$ cat src/rtl/uart_pkg.sv
// Shared types and constants for the FIFO-fed UART transmitter.
package uart_pkg;

    typedef enum logic [2:0] {
        IDLE,
        START,
        DATA,
        PARITY,
        STOP
    } uart_state_t;

    localparam int   UART_DATA_BITS = 8;
    localparam logic LINE_IDLE      = 1'b1;

endpackage

$ cat src/rtl/uart_baud_tick.sv
// Bit-time divider: counts 0..CLKS_PER_BIT-1 and flags the last cycle of each bit.
module uart_baud_tick #(
    parameter int CLKS_PER_BIT = 868
) (
    input  logic clk,
    input  logic rst_n,
    input  logic restart,
    output logic bit_tick
);

    localparam int CNT_W = (CLKS_PER_BIT > 1) ? $clog2(CLKS_PER_BIT) : 1;
    localparam logic [CNT_W-1:0] LAST = CNT_W'(CLKS_PER_BIT - 1);

    logic [CNT_W-1:0] cnt_q;

    always_ff @(posedge clk or negedge rst_n) begin
        if (!rst_n) begin
            cnt_q <= '0;
        end else if (restart || (cnt_q == LAST)) begin
            cnt_q <= '0;
        end else begin
            cnt_q <= cnt_q + CNT_W'(1);
        end
    end

    assign bit_tick = !restart && (cnt_q == LAST);

endmodule

$ cat src/rtl/fifo_uart_tx.sv
// Drains a show-ahead byte FIFO into 8N1/8N2 UART frames, LSB first.
// Optional parity bit after the data bits when UART_TX_PARITY_EN is defined.
module fifo_uart_tx
    import uart_pkg::*;
#(
    parameter int CLKS_PER_BIT = 868,
    parameter int STOP_BITS    = 1,
    parameter int PARITY_ODD   = 0
) (
    input  logic       clk,
    input  logic       rst_n,
    input  logic       en,
    input  logic       fifo_empty,
    input  logic [7:0] fifo_data,
    output logic       fifo_rd,
    output logic       tx,
    output logic       busy,
    output logic       tx_done
);

    localparam logic [2:0] LAST_DATA = 3'(UART_DATA_BITS - 1);
    localparam logic [2:0] LAST_STOP = 3'(STOP_BITS - 1);

    if (CLKS_PER_BIT < 2 || STOP_BITS < 1 || STOP_BITS > 2 || PARITY_ODD < 0 || PARITY_ODD > 1)
    begin : g_bad_cfg
        $error("fifo_uart_tx: illegal CLKS_PER_BIT, STOP_BITS or PARITY_ODD");
    end

    uart_state_t state_q, state_d;
    logic [7:0]  data_q, data_d;
    logic [2:0]  bit_cnt_q, bit_cnt_d;
    logic        tx_d, busy_d, rd_d, done_d;
    logic        restart, bit_tick, start_ok;

    uart_baud_tick #(.CLKS_PER_BIT(CLKS_PER_BIT)) u_baud (
        .clk      (clk),
        .rst_n    (rst_n),
        .restart  (restart),
        .bit_tick (bit_tick)
    );

    assign start_ok = en && !fifo_empty;

    always_comb begin
        state_d   = state_q;
        data_d    = data_q;
        bit_cnt_d = bit_cnt_q;
        tx_d      = tx;
        busy_d    = busy;
        rd_d      = 1'b0;
        done_d    = 1'b0;
        restart   = 1'b0;
        case (state_q)
            IDLE: begin
                // Hold the divider at zero so the start bit gets a full bit time.
                restart = 1'b1;
                tx_d    = LINE_IDLE;
                busy_d  = 1'b0;
                if (start_ok) begin
                    state_d = START;
                    data_d  = fifo_data;
                    rd_d    = 1'b1;
                    tx_d    = 1'b0;
                    busy_d  = 1'b1;
                end
            end
            START: begin
                if (bit_tick) begin
                    state_d   = DATA;
                    bit_cnt_d = '0;
                    tx_d      = data_q[0];
                end
            end
            DATA: begin
                if (bit_tick) begin
                    if (bit_cnt_q == LAST_DATA) begin
`ifdef UART_TX_PARITY_EN
                        state_d = PARITY;
                        tx_d    = (^data_q) ^ PARITY_ODD[0];
`else
                        state_d   = STOP;
                        bit_cnt_d = '0;
                        tx_d      = LINE_IDLE;
`endif
                    end else begin
                        bit_cnt_d = bit_cnt_q + 3'd1;
                        tx_d      = data_q[bit_cnt_d];
                    end
                end
            end
`ifdef UART_TX_PARITY_EN
            PARITY: begin
                if (bit_tick) begin
                    state_d   = STOP;
                    bit_cnt_d = '0;
                    tx_d      = LINE_IDLE;
                end
            end
`endif
            STOP: begin
                if (bit_tick) begin
                    if (bit_cnt_q == LAST_STOP) begin
                        done_d = 1'b1;
                        // Back-to-back: next start bit follows the stop bit with no gap.
                        if (start_ok) begin
                            state_d = START;
                            data_d  = fifo_data;
                            rd_d    = 1'b1;
                            tx_d    = 1'b0;
                        end else begin
                            state_d = IDLE;
                            busy_d  = 1'b0;
                        end
                    end else begin
                        bit_cnt_d = bit_cnt_q + 3'd1;
                    end
                end
            end
            default: begin
                state_d = IDLE;
                tx_d    = LINE_IDLE;
                busy_d  = 1'b0;
            end
        endcase
    end

    always_ff @(posedge clk or negedge rst_n) begin
        if (!rst_n) begin
            state_q   <= IDLE;
            data_q    <= '0;
            bit_cnt_q <= '0;
            tx        <= LINE_IDLE;
            busy      <= 1'b0;
            fifo_rd   <= 1'b0;
            tx_done   <= 1'b0;
        end else begin
            state_q   <= state_d;
            data_q    <= data_d;
            bit_cnt_q <= bit_cnt_d;
            tx        <= tx_d;
            busy      <= busy_d;
            fifo_rd   <= rd_d;
            tx_done   <= done_d;
        end
    end

endmodule

$ cat config.mk
export PLATFORM = sky130hd
export DESIGN_NAME = fifo_uart_tx
export DESIGN_NICKNAME = d
export VERILOG_FILES = /design/src/rtl/uart_pkg.sv /design/src/rtl/uart_baud_tick.sv /design/src/rtl/fifo_uart_tx.sv
export SDC_FILE = /design/constraint.sdc
export NUM_CORES = 1
export LEC_CHECK = 0
export BUFFER_PORTS_ARGS = -buffer_cell sky130_fd_sc_hd__buf_2
export CAP_MARGIN = 20
export CORE_UTILIZATION = 55
export DETAILED_ROUTE_END_ITERATION = 8
export HOLD_SLACK_MARGIN = 0.06
export PLACE_DENSITY = 0.75
export SYNTH_ARGS = -nofsm -noshare
export SYNTH_HDL_FRONTEND = slang
export SYNTH_SLANG_ARGS = --single-unit
$ cat constraint.sdc
create_clock -name clk -period 2.41 [get_ports clk]
set_input_delay 0 -clock clk [delete_from_list [all_inputs] [get_ports clk]]
set_output_delay 0 -clock clk [all_outputs]
set_load 0.01 [all_outputs]
==> results.sh, run 1 <==
export IMPL_synth_fa_ha_area_frac=0.0330
export IMPL_die_w_um=54.5
export IMPL_port_buffers=15
export IMPL_grt_usage=0.212
export IMPL_path_cells="inv_1 -> ha_1 -> and2b_2 -> nand4_2 -> a21o_1 -> mux2_4"
export IMPL_io_pins=16
export IMPL_globalRouteOverflowTotal=0
export IMPL_synth_top_family_by_area="simple AND/OR/NAND/NOR gates"
export IMPL_cts_htree_levels=1
export IMPL_synth_xor_area_frac=0.0578
export IMPL_p_leak_nw=0.862
export IMPL_holdCritPathClass="in2reg"
export IMPL_dp_worst_setup_slack_ns=0.484
export IMPL_power_switching_w=0.000154
export IMPL_postCtsHoldBufs=9
export IMPL_cp_data_required_time_ns=2.64
export IMPL_ir_worst_vdd_mv=0.388
export IMPL_slew_headroom=0.509
export IMPL_swShare=0.209
export IMPL_setup_viol=0
export IMPL_drtPass1Iterations=4
export IMPL_grt_pass1_wl_mm=4.37
export IMPL_synth_compound_area_frac=0.0809
export IMPL_ys_ff_latch=28
export IMPL_synth_fp_nets=148
export IMPL_p_clk_frac=0.315
export IMPL_yosysSeqAreaShare=0.463
export IMPL_placementRows=18
export IMPL_synth_edf_count=0
export IMPL_core_area_mm2=0.00254
export IMPL_fillers=187
export IMPL_rsz0062_at_grt="false"
export IMPL_ys_types=42
export IMPL_antenna_found_initial=0
export IMPL_maxSlewViolCount=0
export IMPL_r2r_start="bit_cnt_q[0]"
export IMPL_finalClockSkew_ns=0.00596
export IMPL_clk_path_buf_depth=2
export IMPL_cts_sinks=28
export IMPL_clk_pin_slew_ns=0.15
export IMPL_root_buffer="clkbuf_4"
export IMPL_ys_warn_count=0
export IMPL_syn_avg_cell_area_um2=11.5
export IMPL_ff2ff_path_depth=6
export IMPL_setup_ws_ns=0.465
export IMPL_synthesis_area_mm2=0.00152
export IMPL_avgViaCountPerCell=5.56
export IMPL_power_frac_seq=0.641
export IMPL_synth_ff_type="dfrtp_1"
export IMPL_yosys_area_share_simple=0.184
export IMPL_worst_pin_slew_ns=0.732
export IMPL_crit_type="reg2reg"
export IMPL_comb_power_share=0.044
export IMPL_worst_setup_path_start_kind="register"
export IMPL_drive_gt1_frac=0.276
export IMPL_reg2reg_slack_ns=0.47
export IMPL_finalCritPeriodShare=0.807
export IMPL_syn_inst=132
export IMPL_power_density_mw_per_mm2=425
export IMPL_clk_insertion_delay_late_ns=0.33
export IMPL_die_area_mm2=0.00297
export IMPL_tns_ns=0
export IMPL_wire_per_inst_um=14.5
export IMPL_syn_to_final_growth_pct=13.7
export IMPL_drt_iter0_drc=8
export IMPL_cp_max_fo=10
export IMPL_end_kind="register"
export IMPL_routed_wl_mm=2.70
export IMPL_critPathArrivalTime_ns=2.18
export IMPL_die_height_um=54.5
export IMPL_crit_slowest_cell="a21o_1"
export IMPL_async_reset_ff_frac=1.00
export IMPL_via_count=1035
export IMPL_cts_buffers_inserted=3
export IMPL_setup_worst_path_start="bit_cnt_q[0]"
export IMPL_initial_core_util=0.596
export IMPL_nets=173
export IMPL_max_cap_viol_count=0
export IMPL_cp_slowest_stage_delay_ns=0.47
export IMPL_drtAntennaViolNets=0
export IMPL_post_cts_buffers=0
export IMPL_grt_max_degree=29
export IMPL_gp_congestion=0.879
export IMPL_p_int_w=0.000580
export IMPL_synth_mux_area_frac=0.139
export IMPL_fin_crit_ns=1.94
export IMPL_max_freq_ghz=0.514
export IMPL_cts_resized=0
export IMPL_status="completed"
export IMPL_hold_viol=0
export IMPL_cts_tree="built"
export IMPL_crit_end="data_q[2]"
export IMPL_drc=0
export IMPL_n_antenna_cell=0
export IMPL_first_global_vias=977
export IMPL_hpwl_mm=1.89
export IMPL_r2r_end="data_q[2]"
==> area by class of cell <==
cell class	instances	area [µm²]	share of cell area
Sequential cell	28	702	0.407
Clock buffer	4	36.3	0.0210
Multi-Input combinational cell	92	749	0.435
Timing Repair Buffer	25	173	0.100
Tap cell	30	37.5	0.0218
Inverter	7	26.3	0.0152
==> flip-flops by register name, indices dropped and copies added, names as in the netlist <==
name and count:
busy 1, u_baud.cnt_q 10, bit_cnt_q 3, data_q 8
state_q 3, tx_done 1, tx 1, fifo_rd 1
==> cells in the final DEF, fill, tap and decap left out, types with 3 or more instances in the layout <==
| cell type | Yosys | layout |
|---|---|---|
| dfrtp_1 | 27 | 27 |
| buf_2 | 1 | 15 |
| nor2_1 | 12 | 12 |
| nand2_1 | 9 | 9 |
| mux2_4 | 9 | 9 |
| dlygate4sd3_1 | 0 | 9 |
| inv_1 | 7 | 7 |
| xor2_1 | 7 | 7 |
| nand3_1 | 6 | 6 |
| a21oi_1 | 5 | 5 |
| ha_1 | 4 | 4 |
| and3_1 | 3 | 3 |
| xnor2_1 | 3 | 3 |
| mux2i_1 | 3 | 3 |
| clkbuf_4 | 0 | 3 |
==> kinds of logic after synthesis <==
group | Yosys count
AO/OA/AOI/OAI | 17
XOR/XNOR | 10
adder cells (fa/ha/maj) | 4
buffers and inverters | 12
flip-flops | 28
multiplexers | 14
AND/OR/NAND/NOR | 47
==> through the flow <==
stage | power [W] | hold WS, ns | util | cell area (µm²) | std cells
floorplan | 0.000482 | -0.296 | - | 1520 | 132
global placement | 0.000499 | 0.0404 | 0.628 | 1600 | 173
detailed placement | 0.000500 | 0.0445 | 0.628 | 1600 | 173
CTS | 0.000739 | 0.155 | 0.677 | 1720 | 186
global route | 0.000757 | 0.171 | 0.677 | 1720 | 186
finish | 0.000733 | 0.155 | 0.677 | 1720 | 186
==> worst max-delay path, delay by kind of cell (launching register included) <==
kind,cells,cell delay [ns]
multiplexers,1,0.35
AO/OA/AOI/OAI,1,0.47
flip-flops,1,0.40
buffers and inverters,1,0.09
adder cells (fa/ha/maj),1,0.19
AND/OR/NAND/NOR,2,0.34
==> synthesized netlist by cell type (all sizes together), types with 2 or more instances <==
cell / n / area (µm²)
ha: 4 / 50.1
inv: 7 / 26.3
mux4: 2 / 45.0
o211ai: 2 / 15.0
nand3: 6 / 30.0
a21oi: 5 / 25.0
nand4: 2 / 18.8
xnor2: 3 / 26.3
a211o: 2 / 17.5
nand2: 10 / 40.0
mux2i: 3 / 30.0
and3: 4 / 26.3
mux2: 9 / 135
nor3b: 2 / 26.3
dfrtp: 27 / 676
nor2: 12 / 45.0
xor2: 7 / 61.3
and2b: 2 / 17.5
o22ai: 2 / 18.8
o21ai: 2 / 10.0
and4: 2 / 17.5
buf: 4 / 35.0
==> power groups by stage <==
stage / Clock (W) / Combinational (W) / Sequential, W
after floorplan: 0 / 0.00000275 / 0.000479
after global placement: 0 / 0.0000202 / 0.000479
after detailed placement: 0 / 0.0000210 / 0.000479
after CTS: 0.000236 / 0.0000320 / 0.000470
after global routing: 0.000251 / 0.0000361 / 0.000470
final: 0.000231 / 0.0000321 / 0.000470
==> how the worst min path moves through the flow <==
stage	endpoint	slack, ns	cells after the start	from
floorplan	bit_cnt_q[0]	-0.30	0	rst_n
global placement	tx_done	0.04	1	rst_n
detailed placement	busy	0.04	1	rst_n
CTS	busy	0.16	4	en
global route	busy	0.17	4	en
finish	busy	0.16	4	en
==> per-layer routing <==
| metal | part of all wire | GRT usage | wire length [µm] |
|---|---|---|---|
| met3 | 0.021 | 0.0333 | 58 |
| met5 | 0 | 0 | 0 |
| met2 | 0.46 | 0.335 | 1240 |
| met1 | 0.51 | 0.299 | 1370 |
| met4 | 0.013 | 0.0641 | 34 |
(Power assumes the default switching activity.)
==> inputs of run 2 (changes only) <==
CORE_UTILIZATION = 52   (was 55)
clock period = 1.7 ns   (was 2.41 ns; I/O delays follow)
==> run 2 against run 1 <==
The flow now finishes with violations (negative setup slack). First-iteration DRC count rose to 5.9 times the previous value. Utilization grew 4.5 points. Sequential share of layout area is 5.5 points lower. Clock power grew 89%. Die area increased by 5.5%. Combinational power is 42% higher. Global-route usage down 1.2 points. Maximum frequency up 14%. Register-to-register slack worse by 0.48 ns. Hold slack gained 0.023 ns. Critical endpoint is now data_q[7]. Largest cell class unchanged.
==> results.sh, run 2 (synthesis results as in run 1) <==
export IMPL_status="complete, but fails checks"
export IMPL_violations="negative setup slack"
export IMPL_slew_headroom=0.589
export IMPL_nets=192
export IMPL_clk_path_buf_depth=2
export IMPL_die_height_um=56
export IMPL_power_switching_w=0.000219
export IMPL_finalCritPeriodShare=1.01
export IMPL_multiInputGateArea_um2=827
export IMPL_finalHoldWorstSlack_ns=0.178
export IMPL_setup_ws_ns=-0.0114
export IMPL_drtPass1Iterations=4
export IMPL_via_count=1168
export IMPL_crit_slowest_cell="dfrtp_1"
export IMPL_cts_sinks=28
export IMPL_p_total_w=0.00115
export IMPL_hold_viol=0
export IMPL_core_area_mm2=0.00276
export IMPL_finalClockSkew_ns=0.00866
export IMPL_grt_usage=0.200
export IMPL_power_density_mw_per_mm2=577
export IMPL_cts_htree_levels=1
export IMPL_cp_slowest_stage_delay_ns=0.43
export IMPL_worst_setup_path_start_kind="register"
export IMPL_gp_congestion=0.806
export IMPL_drive_gt1_frac=0.400
export IMPL_wire_per_inst_um=15.7
export IMPL_comb_power_share=0.040
export IMPL_final_cell_mix="27 x dfrtp_1, 18 x buf_4, 15 x buf_2"
export IMPL_initial_core_util=0.550
export IMPL_routed_wl_mm=3.24
export IMPL_max_freq_ghz=0.584
export IMPL_io_pins=16
export IMPL_largest_register="u_baud.cnt_q"
export IMPL_drt_iter0_drc=47
export IMPL_critPathArrivalTime_ns=1.95
export IMPL_top_regs="u_baud.cnt_q: 10 flops, data_q: 8 flops"
export IMPL_first_global_vias=1142
export IMPL_end_kind="register"
export IMPL_syn_to_final_growth_pct=31.4
export IMPL_fillers=195
export IMPL_avgViaCountPerCell=5.67
export IMPL_maxSlewViolCount=0
export IMPL_max_cap_viol_count=0
export IMPL_p_int_w=0.000929
export IMPL_cp_max_fo=4
export IMPL_fin_crit_ns=1.71
export IMPL_path_cells="and4bb_2 -> nand4_4 -> a21o_4 -> clkbuf_16 -> mux2_4"
export IMPL_drtAntennaViolNets=0
export IMPL_cts_buffers_inserted=3
export IMPL_swShare=0.191
export IMPL_crit_buf_inv=1
export IMPL_rsz0062_at_grt="true"
export IMPL_die_w_um=56
export IMPL_largest_reg_flops=10
export IMPL_final_common_cell="dfrtp_1"
export IMPL_grt_max_degree=29
export IMPL_seqCellArea_um2=702
export IMPL_crit_type="reg2reg"
export IMPL_ir_worst_vdd_mv=0.589
export IMPL_setup_viol=4
export IMPL_port_buffers=15
export IMPL_root_buffer="clkbuf_4"
export IMPL_cts_tree="built"
export IMPL_dp_worst_setup_slack_ns=-0.0352
export IMPL_crit_family="simple AND/OR/NAND/NOR gates"
export IMPL_clk_pin_slew_ns=0.15
export IMPL_worst_pin_slew_ns=0.617
export IMPL_antenna_found_initial=0
export IMPL_placementRows=19
export IMPL_holdCritPathClass="in2reg"
export IMPL_die_area_mm2=0.00314
export IMPL_power_frac_seq=0.580
export IMPL_n_antenna_cell=0
export IMPL_p_clk_frac=0.380
export IMPL_p_leak_nw=0.973
export IMPL_drc=0
export IMPL_grt_pass1_wl_mm=4.88
export IMPL_clk_insertion_delay_late_ns=0.33
export IMPL_hpwl_mm=2.07
export IMPL_cp_data_required_time_ns=1.94
export IMPL_globalRouteOverflowTotal=0
run 2: cell types whose count changed in the layout (fill, tap and decap cells not counted), moves of 2 or more:
cell | before | now
inv_1 | 7 | 5
inv_2 | 0 | 2
ha_4 | 0 | 3
ha_1 | 4 | 1
buf_4 | 1 | 18
run 2: final cells by class:
type	count	area share
Tap cell	31	0.0195
Clock inverter	1	0.0151
Sequential cell	28	0.352
Clock buffer	3	0.0113
Multi-Input combinational cell	92	0.415
Timing Repair Buffer	44	0.173
Inverter	7	0.0132
run 2: path summary, 6_finish.rpt:
path                                       from               to  cells after the start  slack, ns
worst min register to register        data_q[3]        data_q[3]                      1       0.53
worst max register to register  u_baud.cnt_q[7]        data_q[7]                      5      -0.01
max in group asynchronous                 rst_n  u_baud.cnt_q[0]                      2       1.10
worst min-delay path                         en             busy                      4       0.18
worst max-delay path            u_baud.cnt_q[7]        data_q[7]                      5      -0.01
min in group asynchronous                 rst_n       state_q[1]                      2       0.19
run 2: power groups by stage:
| stage | Combinational [W] | Sequential, W | Clock [W] |
|---|---|---|---|
| 4_1_cts | 0.0000453 | 0.000666 | 0.000442 |
| 6_report | 0.0000455 | 0.000666 | 0.000436 |
| 2_1_floorplan | 0.00000390 | 0.000679 | 0 |
| 5_1_grt | 0.0000500 | 0.000667 | 0.000471 |
| 3_3_place_gp | 0.0000289 | 0.000679 | 0 |
| 3_5_place_dp | 0.0000297 | 0.000679 | 0 |
run 2: worst register-to-register path, stage by stage, from the launching register on:
cell       delay [ns]
dfrtp_1          0.43
and4bb_2         0.38
nand4_4          0.11
a21o_4           0.26
clkbuf_16        0.16
mux2_4           0.29
run 2: per-layer routing:
layer  GRT usage  up-vias  part of all wire
met3      0.0372        4             0.040
met4      0.0906        0             0.011
met5           0        -                 0
met2       0.328       35              0.50
met1       0.258      580              0.45
li1            -      549                 -
run 2: metrics by stage:
stage               setup TNS, ns  instance area (µm²)  utilization  instances
floorplan                       0                 1520            -        132
global placement          -0.0243                 1690        0.612        184
detailed placement         -0.135                 1690        0.612        184
CTS                             0                 1860        0.673        199
global route               -0.482                 1990        0.722        206
finish                    -0.0325                 1990        0.722        206
run 2: repair_timing:
action | CTS | global route
buffers inserted | 2 | 6
cloned | 0 | 1
resized for setup | 2 | 10
endpoints found under the hold margin | 36 | 0
hold buffers | 9 | 0
setup endpoints to repair | 9 | 12
pin swaps | 1 | 9
